$ cat config.mk
export PLATFORM = sky130hd
export DESIGN_NAME = brightness_controller
export DESIGN_NICKNAME = d
export VERILOG_FILES = /design/src/rtl/brightness_controller.sv
export SDC_FILE = /design/constraint.sdc
export NUM_CORES = 1
export LEC_CHECK = 0
export CAP_MARGIN = 10
export CORE_MARGIN = 3
export CORE_UTILIZATION = 55
export DETAILED_ROUTE_END_ITERATION = 16
export DONT_BUFFER_PORTS = 1
export GPL_TIMING_DRIVEN = 0
export PLACE_DENSITY = 0.68
export SLEW_MARGIN = 20
export SYNTH_ARGS = -nofsm -noshare
export SYNTH_HDL_FRONTEND = slang
export SYNTH_SLANG_ARGS = --single-unit
$ cat constraint.sdc
create_clock -name clk -period 2.8 [get_ports clk]
set_clock_uncertainty 0.2 [all_clocks]
set_input_delay 0.28 -clock clk [delete_from_list [all_inputs] [get_ports clk]]
set_output_delay 0.28 -clock clk [all_outputs]
set_load 0.05 [all_outputs]
$ cat src/rtl/brightness_controller.sv
// Brightness level from debounced up/down buttons with press-and-hold auto-repeat, and a PWM gate on the colour LEDs.
// Define LEVEL_WRAP_EN to make the level wrap at its bounds instead of saturating.
module brightness_controller #(
  parameter int LEVEL_W       = 4,
  parameter int MAX_LEVEL     = 15,
  parameter int RESET_LEVEL   = 8,
  parameter int HOLD_CYCLES   = 50000000,
  parameter int REPEAT_CYCLES = 10000000
) (
  input  logic               clk,
  input  logic               reset,
  input  logic               increase,
  input  logic               decrease,
  input  logic [7:0]         color_in,
  output logic [LEVEL_W-1:0] level,
  output logic               step,
  output logic [7:0]         led
);

  localparam int MAX_CYC = (HOLD_CYCLES > REPEAT_CYCLES) ? HOLD_CYCLES : REPEAT_CYCLES;
  localparam int CNT_W   = (MAX_CYC > 2) ? $clog2(MAX_CYC) : 1;

  typedef enum logic [1:0] {S_IDLE, S_DELAY, S_REPEAT, S_LOCK} state_t;

  state_t             state_q, state_d;
  logic [CNT_W-1:0]   cnt_q, cnt_d;
  logic               dir_up_q, dir_up_d;
  logic [LEVEL_W-1:0] level_q, level_d;
  logic               step_q, step_d;
  logic [LEVEL_W-1:0] pwm_cnt_q, pwm_cnt_d;
  logic [7:0]         color_q;
  logic [7:0]         led_q, led_d;

  logic               both_pressed;
  logic               held_pressed;
  logic [CNT_W-1:0]   cnt_limit;
  logic               step_req;
  logic               step_up;
  logic               pwm_on;

  always_comb begin
    both_pressed = increase & decrease;
    held_pressed = dir_up_q ? increase : decrease;
    cnt_limit    = (state_q == S_DELAY) ? CNT_W'(HOLD_CYCLES - 1) : CNT_W'(REPEAT_CYCLES - 1);
  end

  // FSM state register
  always_ff @(posedge clk or posedge reset) begin
    if (reset) begin
      state_q  <= S_IDLE;
      cnt_q    <= '0;
      dir_up_q <= 1'b0;
    end else begin
      state_q  <= state_d;
      cnt_q    <= cnt_d;
      dir_up_q <= dir_up_d;
    end
  end

  // FSM next state; the both-pressed check outranks release so a chord always locks
  always_comb begin
    state_d  = state_q;
    cnt_d    = cnt_q;
    dir_up_d = dir_up_q;
    case (state_q)
      S_IDLE: begin
        if (increase ^ decrease) begin
          state_d  = S_DELAY;
          dir_up_d = increase;
          cnt_d    = '0;
        end else if (both_pressed) begin
          state_d = S_LOCK;
        end
      end
      S_DELAY, S_REPEAT: begin
        if (both_pressed) begin
          state_d = S_LOCK;
        end else if (!held_pressed) begin
          state_d = S_IDLE;
        end else if (cnt_q == cnt_limit) begin
          state_d = S_REPEAT;
          cnt_d   = '0;
        end else begin
          cnt_d = cnt_q + CNT_W'(1);
        end
      end
      default: begin
        if (!increase && !decrease) state_d = S_IDLE;
      end
    endcase
  end

  // FSM outputs: step request and its direction
  always_comb begin
    step_req = 1'b0;
    step_up  = dir_up_q;
    case (state_q)
      S_IDLE: begin
        step_req = increase ^ decrease;
        step_up  = increase;
      end
      S_DELAY, S_REPEAT: begin
        step_req = !both_pressed && held_pressed && (cnt_q == cnt_limit);
      end
      default: step_req = 1'b0;
    endcase
  end

  always_comb begin
    level_d = level_q;
    step_d  = 1'b0;
    if (step_req) begin
      if (step_up) begin
        if (level_q != LEVEL_W'(MAX_LEVEL)) begin
          level_d = level_q + LEVEL_W'(1);
          step_d  = 1'b1;
        end
`ifdef LEVEL_WRAP_EN
        else begin
          level_d = '0;
          step_d  = 1'b1;
        end
`endif
      end else begin
        if (level_q != '0) begin
          level_d = level_q - LEVEL_W'(1);
          step_d  = 1'b1;
        end
`ifdef LEVEL_WRAP_EN
        else begin
          level_d = LEVEL_W'(MAX_LEVEL);
          step_d  = 1'b1;
        end
`endif
      end
    end
  end

  // Full level forces the LEDs on so MAX_LEVEL is truly 100% duty
  always_comb begin
    pwm_on    = (level_q == LEVEL_W'(MAX_LEVEL)) || (pwm_cnt_q < level_q);
    pwm_cnt_d = pwm_cnt_q + LEVEL_W'(1);
    led_d     = color_q & {8{pwm_on}};
  end

  always_ff @(posedge clk or posedge reset) begin
    if (reset) begin
      level_q   <= LEVEL_W'(RESET_LEVEL);
      step_q    <= 1'b0;
      pwm_cnt_q <= '0;
      color_q   <= '0;
      led_q     <= '0;
    end else begin
      level_q   <= level_d;
      step_q    <= step_d;
      pwm_cnt_q <= pwm_cnt_d;
      color_q   <= color_in;
      led_q     <= led_d;
    end
  end

  assign level = level_q;
  assign step  = step_q;
  assign led   = led_q;

endmodule
==> flow_metrics.py, run 1 <==
metrics = {
    "status": {
        "status": "completed",
    },
    "setup_path": {
        "critPathSlowestCell": "mux2i_2",
        "cp-start-kind": "flop",
        "cp_data_arrival_time_ps": 2640,
        "cp_common_cell": "ha_1",
        "crit_fanout": 6,
        "rrSetupSlack_ps": 210,
        "worst-path-buf-inv": 1,
        "cp-end-kind": "flop",
        "slowest_delay_ps": 420,
        "path_cells": "inv_1 > ha_1 > mux2i_2 > ha_1 > a21o_1 > a21oi_1 > xor2_1 > a211oi_1 > xnor2_1",
        "crit_required_ps": 2850,
        "cp_top_family": "adder cells",
        "critPathKind": "reg2reg",
    },
    "grt": {
        "grt_max_degree": 55,
        "overflow": 0,
        "grt_pass1_wl_um": 10180,
        "grt.busiest_layer": "met2",
        "grt_pass1_vias": 2106,
        "antenna_found_initial": 0,
        "use_met3_pct": 3.273,
        "grtUsageMet1_pct": 28.41,
        "use_met2_pct": 31.89,
        "track_usage_pct": 20.51,
    },
    "clock_tree": {
        "cts-root-buf": "clkbuf_8",
        "cts_setup_buffers": 0,
        "clk_pin_slew_ps": 100,
        "cts_buffer_depth": 2,
        "htreeDepth": 2,
        "cts_buffers": 5,
        "clkSinkCount": 54,
        "cts_tree": "yes",
        "clock_latency_ps": 310,
    },
    "sta": {
        "fmax_mhz": 386.1,
        "finalHoldViolations": 0,
        "rsz0062_at_grt": "false",
        "layout_min_cycle_time_ps": 2590,
        "fin_tns_setup_ps": 0,
        "period_share_pct": 92.49,
        "drv_slew": 0,
        "worstMarginPinSlew_ps": 673.9,
        "finalSetupViolCount": 0,
        "slew_headroom_pct": 55.07,
    },
    "cells_and_area": {
        "drive_gt1_share_pct": 15.54,
        "antenna_cells": 0,
        "nets": 320,
        "area_growth_pct": 10.46,
        "fin_cells": 366,
    },
    "synthesis": {
        "ys_seq_elements": 54,
        "synthCells": 278,
        "synthAdderAreaFrac_pct": 5.714,
        "synthArstFlopShare_pct": 100.0,
        "synth_edf_count": 0,
        "avgSynthCellArea_um2": 10.71,
        "ys_types": 60,
        "yosys.area_share.simple_pct": 22.52,
        "ys.flop_type": "dfrtp_1",
        "synth_compound_area_share_pct": 15.63,
        "synth_top_family_by_area": "simple AND/OR/NAND/NOR gates",
        "syn-cell-area_um2": 2978,
        "syn_nets": 303,
        "seq_area_frac_synth_pct": 45.42,
        "synth-xor-area-share_pct": 2.647,
        "synth_mux_area_share_pct": 4.118,
        "yosysWarnings": 0,
    },
    "route": {
        "drt-wirelength-per-cell_um": 15.87,
        "routed_via_density": 5.893,
        "dr_total_vias": 2157,
        "totalWireLength_um": 5807,
        "drtIter0Drc": 101,
        "ant_nets": 0,
        "first_pass_iters": 4,
        "drc_errors": 0,
    },
    "floorplanning": {
        "num_rows": 26,
        "initial_utilization_pct": 57.57,
        "fp.dieW_um": 79.58,
        "io_pins": 25,
        "core_um2": 5172,
        "dieHeight_um": 79.58,
        "die-area_um2": 6333,
    },
    "power": {
        "power.total_mw": 2.890,
        "p_per_area_nw_per_um2": 878.6,
        "vdd_drop_max_mv": 0.5443,
        "power_leakage_nw": 1.388,
    },
    "min_path": {
        "min_path_type": "in2reg",
    },
    "place": {
        "place.gp.congestion": 0.7930,
        "placed_cells": 348,
        "io_buffers": 0,
        "hpwl_um": 4054,
    },
    "run": {
        "drv_cap": 0,
    },
}
-- cell type report --
cell class                 count  area (um^2)
fill                         431         1883
buffer                         8        70.07
clock inverter                 3        47.55
sequential                    54         1353
timing repair buffer          10        100.1
inverter                      13        51.30
tap                           70        87.58
clock buffer                   5        68.82
multi-input combinational    203         1511
-- cell usage after synthesis, types with 3 or more instances --
cell	n	area, um^2
nand2b_1	3	18.77
ha_1	12	150.1
or3_1	10	62.56
or4_1	3	22.52
o21ai_0	11	55.05
xnor2_1	3	26.28
buf_6	3	33.78
nor3_1	4	20.02
a21oi_2	3	26.28
o21ai_1	8	40.04
nand3_2	3	30.03
nand3_1	11	55.05
nand2_1	25	93.84
mux2i_1	3	30.03
nor4_1	4	25.02
a21boi_0	8	60.06
nand4_1	7	43.79
nor2_1	11	41.29
a21o_1	5	37.54
or4_4	3	33.78
and3_1	4	25.02
mux2_2	3	33.78
nor4_4	3	63.81
inv_1	13	48.80
a21oi_1	15	75.07
o31ai_1	4	30.03
dfrtp_1	53	1326
xor2_1	6	52.55
-- routing by layer --
layer	wire length [um]	share of wire, %
met5	0	0
met3	195	3.4
met1	2737	47
met2	2782	48
met4	92	1.6
-- sequential cells by signal, summed over array words and instances, names as in the netlist --
register and count:
pwm_cnt_q 4, step 1, level 4, color_q 8, led 8, state_q 2
cnt_q 26, dir_up_q 1
-- cells by family (layout without fill, tap and decap cells) --
logic type / after synthesis / in the layout
compound gates: 68 / 68
mux: 10 / 10
fa+ha+maj: 13 / 13
flops: 54 / 54
simple gates: 103 / 103
xor+xnor: 9 / 9
buf+inv: 21 / 39
-- repair_timing --
item / CTS / global route
hold buffers: 10 / 0
hold endpoints to repair: 62 / 0
setup endpoints to repair: 0 / 2
gates resized for setup: 0 / 3
-- placed cells by master, fill, tap and decap left out, types with 3 or more instances in the layout --
master	Yosys	final
dfrtp_1	53	53
nand2_1	25	25
a21oi_1	15	15
inv_1	13	12
ha_1	12	12
nor2_1	11	11
o21ai_0	11	11
nand3_1	11	11
or3_1	10	10
dlygate4sd3_1	0	10
o21ai_1	8	8
a21boi_0	8	8
nand4_1	7	7
xor2_1	6	6
a21o_1	5	5
clkbuf_8	0	5
and3_1	4	4
nor4_1	4	4
nor3_1	4	4
o31ai_1	4	4
buf_6	3	3
nand3_2	3	3
nand2b_1	3	3
or4_4	3	3
a21oi_2	3	3
xnor2_1	3	3
nor4_4	3	3
or4_1	3	3
mux2_2	3	3
-- worst min-delay path: stages --
cell and delay [ps]:
mux2i_2 70, nor2_1 100, o21bai_1 70, mux2i_1 140
-- power breakdown --
part	leakage (nW)	switching [mW]	total, mW	internal, mW
Sequential	0.696	0.335	1.24	0.901
Combinational	0.633	0.671	1.12	0.447
Clock	0.0587	0.265	0.536	0.271
-- stage by stage --
step / hold slack (ps) / cell area (um^2) / util, % / worst slack [ps]
2_1_floorplan: 111.4 / 2978 / - / 335.8
3_3_place_gp: 111.5 / 3065 / 59.26 / 108.4
3_5_place_dp: 97.92 / 3068 / 59.31 / 115.0
4_1_cts: 209.0 / 3284 / 63.50 / 82.80
5_1_grt: 230.2 / 3289 / 63.59 / 12.07
6_report: 207.3 / 3289 / 63.59 / 210.3
-- worst paths after layout --
| path | from | endpoint | cells after the start |
|---|---|---|---|
| max | state_q[1]$_DFFE_PP0P_ | level[3]$_DFFE_PP1P_ | 9 |
| min | increase | state_q[1]$_DFFE_PP0P_ | 4 |
| max reg2reg | state_q[1]$_DFFE_PP0P_ | level[3]$_DFFE_PP1P_ | 9 |
| min reg2reg | pwm_cnt_q[3]$_DFF_PP0_ | pwm_cnt_q[3]$_DFF_PP0_ | 1 |
| max in group asynchronous | reset | cnt_q[21]$_DFFE_PP0P_ | 2 |
| min in group asynchronous | reset | color_q[6]$_DFF_PP0_ | 2 |
(Power assumes the default switching activity.)
==> run 2: changes to the inputs <==
Settings changed: ABC_AREA from default to 1.
==> run 2 against run 1 <==
Against the previous run:
- first-iteration DRC count is 16% higher
- critical path depth fell by 3
- sequential power hardly changed
- sequential share of layout area decreased by 0.37 points
- combinational power is 4% higher
- sequential cell count stayed put
- final area is 0.91% higher
- hold slack hardly changed
- synthesized cell count up 36%
- die area is 1.8% higher
- setup slack improved by 150 ps
- clock-buffer cell count stayed put
- largest cell class unchanged
==> flow_metrics.py, run 2 <==
metrics = {
    "place": {
        "io_buffers": 0,
        "place.gp.congestion": 0.9065,
        "hpwl_um": 4382,
        "placed_cells": 447,
    },
    "route": {
        "routed_via_density": 4.998,
        "totalWireLength_um": 5903,
        "ant_nets": 0,
        "first_pass_iters": 4,
        "drc_errors": 0,
        "drt-wirelength-per-cell_um": 12.69,
        "drtIter0Drc": 117,
        "dr_total_vias": 2324,
    },
    "setup_path": {
        "critPathLaunch": "level[1]$_DFFE_PP0P_",
        "slowest_delay_ps": 780,
        "critPathKind": "reg2reg",
        "rrSetupSlack_ps": 360,
        "cp-end-kind": "flop",
        "reg2reg_to": "led[0]$_DFF_PP0_",
        "r2r_start": "level[1]$_DFFE_PP0P_",
        "reg2reg_depth": 6,
        "critPathCapture": "led[0]$_DFF_PP0_",
        "worst-path-buf-inv": 1,
        "crit_required_ps": 2780,
        "crit_fanout": 8,
        "cp-start-kind": "flop",
        "critPathSlowestCell": "dfrtp_1",
        "cp_num_cells": 6,
        "cp_data_arrival_time_ps": 2420,
        "path_cells": "inv_1 > ha_1 > a21boi_0 > o211ai_1 > a21boi_1 > nor2_1",
        "cp_top_family": "compound AO/OA/AOI/OAI gates",
    },
    "synthesis": {
        "syn_nets": 402,
        "synth_common_cells": "nand2_1 (91), nor2_1 (55), dfrtp_1 (53)",
        "yosysWarnings": 0,
        "seq_area_frac_synth_pct": 44.58,
        "ys_seq_elements": 54,
        "syn-cell-area_um2": 3034,
        "yosys.area.top_type": "dfrtp_1",
        "avgSynthCellArea_um2": 8.048,
        "synthCells": 377,
        "ys.flop_type": "dfrtp_1",
        "synth_edf_count": 0,
        "post-synth-top-area-fraction_pct": 43.71,
        "synthArstFlopShare_pct": 100.0,
        "synth_area_leaders": "dfrtp_1 (44%), nand2_1 (11%), nor2_1 (6.8%), inv_1 (5.8%), ha_1 (4.9%)",
        "ys_types": 32,
        "synth.most_common_cell": "nand2_1",
    },
    "cells_and_area": {
        "final_cell_mix": "nand2_1 (91), nor2_1 (55), dfrtp_1 (53)",
        "drive_gt1_share_pct": 12.41,
        "fill_cells": 485,
        "nets": 419,
        "largest_register_ff_count": 26,
        "layout.cells.most_common": "nand2_1",
        "antenna_cells": 0,
        "fin_cells": 465,
        "largest_register": "cnt_q",
        "area_growth_pct": 9.402,
    },
    "grt": {
        "grt_pass1_wl_um": 10360,
        "overflow": 0,
        "grt_pass1_vias": 2235,
        "antenna_found_initial": 0,
        "track_usage_pct": 20.70,
        "grt_max_degree": 55,
    },
    "floorplanning": {
        "num_rows": 26,
        "core_um2": 5205,
        "io_pins": 25,
        "fp.dieW_um": 80.28,
        "dieHeight_um": 80.28,
        "initial_utilization_pct": 58.29,
        "die-area_um2": 6444,
    },
    "sta": {
        "fin_tns_setup_ps": 0,
        "period_share_pct": 87.23,
        "slew_headroom_pct": 53.99,
        "fmax_mhz": 409.4,
        "rsz0062_at_grt": "false",
        "drv_slew": 0,
        "worstMarginPinSlew_ps": 690.2,
        "finalSetupViolCount": 0,
        "layout_min_cycle_time_ps": 2442,
        "finalHoldViolations": 0,
    },
    "clock_tree": {
        "cts_buffer_depth": 2,
        "clkSinkCount": 54,
        "cts_buffers": 5,
        "clock_latency_ps": 310,
        "cts_tree": "yes",
        "htreeDepth": 2,
        "ctsResizeCount": 0,
        "cts-root-buf": "clkbuf_8",
        "clk_pin_slew_ps": 100,
    },
    "run": {
        "drv_cap": 0,
    },
    "status": {
        "status": "completed",
    },
    "power": {
        "vdd_drop_max_mv": 0.8519,
        "p_per_area_nw_per_um2": 864.6,
        "power_leakage_nw": 1.568,
        "power.total_mw": 2.870,
    },
    "min_path": {
        "min_path_type": "in2reg",
    },
}
run 2: worst min-delay path: stages:
cell and delay [ps]:
nand2_1 70, nand2_1 50, nand2_1 70, o21ai_0 80, nand2_1 60, o21ai_0 80
run 2: how the worst min path moves through the flow:
| stage | cells after the start | startpoint | slack, ps | to |
|---|---|---|---|---|
| detailed placement | 1 | reset | 90 | led[3]$_DFF_PP0_ |
| finish | 6 | decrease | 210 | state_q[1]$_DFFE_PP0P_ |
| floorplan | 0 | color_in[0] | 110 | color_q[0]$_DFF_PP0_ |
| global placement | 0 | color_in[6] | 110 | color_q[6]$_DFF_PP0_ |
| global route | 5 | decrease | 250 | dir_up_q$_DFFE_PP0P_ |
| CTS | 6 | decrease | 190 | state_q[1]$_DFFE_PP0P_ |
run 2: cell families after synthesis:
family          after synthesis  share of synthesized area, %
simple gates                214                         32.45
flops                        54                         44.58
xor+xnor                     16                         4.618
buf+inv                      56                         8.247
fa+ha+maj                    13                         5.608
compound gates               24                         4.495
run 2: cell type report:
class	instances	area [um^2]	share of cell area, %
inverters	52	205.2	6.182
multi-input cells	267	1431	43.12
flip-flops and latches	54	1353	40.75
clock inverters	3	26.28	0.7916
well taps	70	87.58	2.639
plain buffers	4	47.55	1.432
repair buffers	10	100.1	3.015
clock buffers	5	68.82	2.073
run 2: where the power goes:
| group | switching, mW | internal (mW) |
|---|---|---|
| clock | 0.273 | 0.184 |
| combinational | 0.748 | 0.410 |
| sequential | 0.357 | 0.897 |
run 2: per-stage QoR:
stage / cell area (um^2) / util [%] / setup WS (ps) / hold slack [ps]
finish: 3319 / 63.77 / 357.7 / 207.5
global route: 3319 / 63.77 / 72.01 / 248.8
CTS: 3319 / 63.77 / 319.9 / 187.9
detailed placement: 3124 / 60.02 / 336.7 / 94.83
global placement: 3122 / 59.98 / 412.8 / 111.5
floorplan: 3034 / - / 697.0 / 111.4
run 2: what timing repair did:
item | 4_1_cts | 5_1_grt
buffers inserted | 0 | 0
hold endpoints to repair | 62 | 0
hold buffers | 10 | 0
setup endpoints to repair | 0 | 0
run 2: per-layer routing:
layer  GRT usage, %  up-vias  share of wire [%]
li1               -     1212                  -
met3          3.812        7                4.2
met5              0        -                  0
met2          33.11       35                 45
met4          6.250        0                1.4
met1          28.58     1070                 49
==> run 3: changes to the inputs <==
Settings changed: GPL_TIMING_DRIVEN 0 to default, SLEW_MARGIN 20 to default.
==> run 3 against run 2 <==
Against the previous run:
- core utilization decreased by 0.38 points
- combinational power fell by 5%
- cell count is the same
- global-route usage barely moved
==> flow_metrics.py, run 3 (synthesized netlist as in run 2, its figures left out) <==
metrics = {
    "grt": {
        "grt_max_degree": 29,
        "grt.busiest_layer": "met2",
        "overflow": 0,
        "grtUsageMet1_pct": 29.57,
        "track_usage_pct": 20.73,
        "use_met3_pct": 3.363,
        "grt_pass1_vias": 2260,
        "use_met2_pct": 32.37,
        "grt_pass1_wl_um": 10470,
        "antenna_found_initial": 0,
    },
    "floorplanning": {
        "die-area_um2": 6444,
        "initial_utilization_pct": 58.29,
        "io_pins": 25,
        "fp.dieW_um": 80.28,
        "num_rows": 26,
        "core_um2": 5205,
        "dieHeight_um": 80.28,
    },
    "setup_path": {
        "crit_required_ps": 2860,
        "path_cells": "inv_1 > ha_1 > o21ai_1 > inv_1 > ha_1 > a21o_1 > a21oi_1 > inv_1 > o21ai_0 > nand2_1 > nand3_1 > nand2_1",
        "slowest_delay_ps": 410,
        "worst-path-buf-inv": 3,
        "cp-end-kind": "flop",
        "cp_top_family": "compound AO/OA/AOI/OAI gates",
        "reg2reg_to": "level[3]$_DFFE_PP1P_",
        "r2r_start": "state_q[0]$_DFFE_PP0P_",
        "rrSetupSlack_ps": 500,
        "reg2reg_depth": 12,
        "cp-start-kind": "flop",
        "cp_common_cell": "inv_1",
        "cp_data_arrival_time_ps": 2360,
        "critPathSlowestCell": "dfrtp_1",
        "critPathKind": "reg2reg",
        "crit_fanout": 5,
    },
    "cells_and_area": {
        "nets": 419,
        "fill_cells": 498,
        "antenna_cells": 0,
        "area_growth_pct": 8.742,
        "layout.cells.most_common": "nand2_1",
        "largest_register_ff_count": 26,
        "final_cell_mix": "nand2_1 (91), nor2_1 (55), dfrtp_1 (53)",
        "largest_register": "cnt_q",
        "drive_gt1_share_pct": 12.41,
        "regArea_um2": 1353,
        "multiInputGateArea_um2": 1431,
    },
    "min_path": {
        "min_path_type": "in2reg",
        "hold_path_depth": 5,
        "min_to": "dir_up_q$_DFFE_PP0P_",
        "hp-start": "decrease",
    },
    "clock_tree": {
        "cts_buffer_depth": 2,
        "cts-root-buf": "clkbuf_8",
        "htreeDepth": 2,
        "ctsResizeCount": 0,
        "clkSinkCount": 54,
        "clk_pin_slew_ps": 100,
        "cts_buffers": 5,
        "cts_setup_buffers": 0,
        "cts_tree": "yes",
        "cts_hold_buf": 10,
        "clock_latency_ps": 310,
    },
    "sta": {
        "drv_slew": 0,
        "layout_min_cycle_time_ps": 2299,
        "slew_headroom_pct": 54.35,
        "period_share_pct": 82.12,
        "finalHoldViolations": 0,
        "worstMarginPinSlew_ps": 684.8,
        "fmax_mhz": 434.9,
        "setup_ws_ps": 500.8,
        "fin_tns_setup_ps": 0,
        "rsz0062_at_grt": "false",
        "finalSetupViolCount": 0,
    },
    "status": {
        "status": "completed",
    },
    "route": {
        "routed_via_density": 5.103,
        "first_pass_iters": 4,
        "drt-wirelength-per-cell_um": 12.72,
        "dr_total_vias": 2373,
        "drc_errors": 0,
        "drtIter0Drc": 123,
        "totalWireLength_um": 5916,
        "ant_nets": 0,
    },
    "place": {
        "hpwl_um": 4331,
        "place.gp.congestion": 0.8443,
        "pre_cts_slack_ps": 524.0,
        "io_buffers": 0,
    },
    "run": {
        "drv_cap": 0,
    },
    "power": {
        "clkPwrFrac_pct": 16.8,
        "power_switching_mw": 1.363,
        "power.share.switching_pct": 49.08,
        "seqPwrFrac_pct": 43.8,
        "combPwrFrac_pct": 39.5,
        "p_int_mw": 1.414,
        "vdd_drop_max_mv": 0.7586,
        "power_leakage_nw": 1.563,
        "p_per_area_nw_per_um2": 841.9,
    },
}
## run 3: cell types whose count changed in the layout (fill, tap and decap cells not counted)
cell	change
buf_12	-1
buf_2	-1
buf_4	+4
buf_6	-2
clkinv_4	-1
inv_2	+1
inv_4	-1
inv_6	+1
## run 3: how the worst max path moves through the flow
| stage | startpoint | end | slack (ps) | cells past startpoint |
|---|---|---|---|---|
| 3_3_place_gp | state_q[0]$_DFFE_PP0P_ | level[3]$_DFFE_PP1P_ | 620 | 12 |
| 5_1_grt | state_q[1]$_DFFE_PP0P_ | level[3]$_DFFE_PP1P_ | 300 | 13 |
| 6_report | state_q[0]$_DFFE_PP0P_ | level[3]$_DFFE_PP1P_ | 500 | 12 |
| 4_1_cts | state_q[0]$_DFFE_PP0P_ | level[3]$_DFFE_PP1P_ | 510 | 12 |
| 3_5_place_dp | state_q[0]$_DFFE_PP0P_ | level[3]$_DFFE_PP1P_ | 520 | 12 |
| 2_1_floorplan | state_q[0]$_DFFE_PP0P_ | level[3]$_DFFE_PP1P_ | 700 | 12 |
## run 3: power groups by stage
| stage | clock network (mW) | registers (mW) | logic [mW] |
|---|---|---|---|
| finish | 0.465 | 1.22 | 1.10 |
| global placement | 0 | 1.23 | 1.06 |
| global route | 0.505 | 1.23 | 1.25 |
| CTS | 0.477 | 1.22 | 1.11 |
| detailed placement | 0 | 1.23 | 1.09 |
| floorplan | 0 | 1.24 | 0.942 |
## run 3: area by class of cell
class                      count  area share [%]
multi-input combinational    267           43.38
sequential                    54           40.99
inverter                      52           6.143
timing repair buffer          14           3.944
tap                           70           2.655
clock buffer                   5           2.086
clock inverter                 3          0.7964
## run 3: worst reg2reg max path, stage by stage, from the launching register on
cell     delay (ps)
dfrtp_1         410
inv_1            60
ha_1            240
o21ai_1         220
inv_1           150
ha_1            290
a21o_1          170
a21oi_1         170
inv_1            50
o21ai_0          70
nand2_1          70
nand3_1          90
nand2_1          60
## run 3: routing by layer
| layer | wire length, um | part of all wire [%] | vias up |
|---|---|---|---|
| met5 | 0 | 0 | - |
| met4 | 86 | 1.5 | 0 |
| met3 | 242 | 4.1 | 9 |
| met2 | 2652 | 45 | 52 |
| met1 | 2935 | 50 | 1103 |
| li1 | - | - | 1209 |
## run 3: stage by stage
step / hold WS, ps / instances / cell area, um^2 / power, mW / utilization [%]
after CTS: 222.0 / 465 / 3299 / 2.800 / 63.39
after global placement: 61.69 / 447 / 3104 / 2.289 / 59.64
after detailed placement: 64.81 / 447 / 3104 / 2.322 / 59.64
after floorplan: 111.4 / 377 / 3034 / 2.182 / -
after global routing: 276.6 / 465 / 3299 / 2.985 / 63.39
final: 234.5 / 465 / 3299 / 2.778 / 63.39
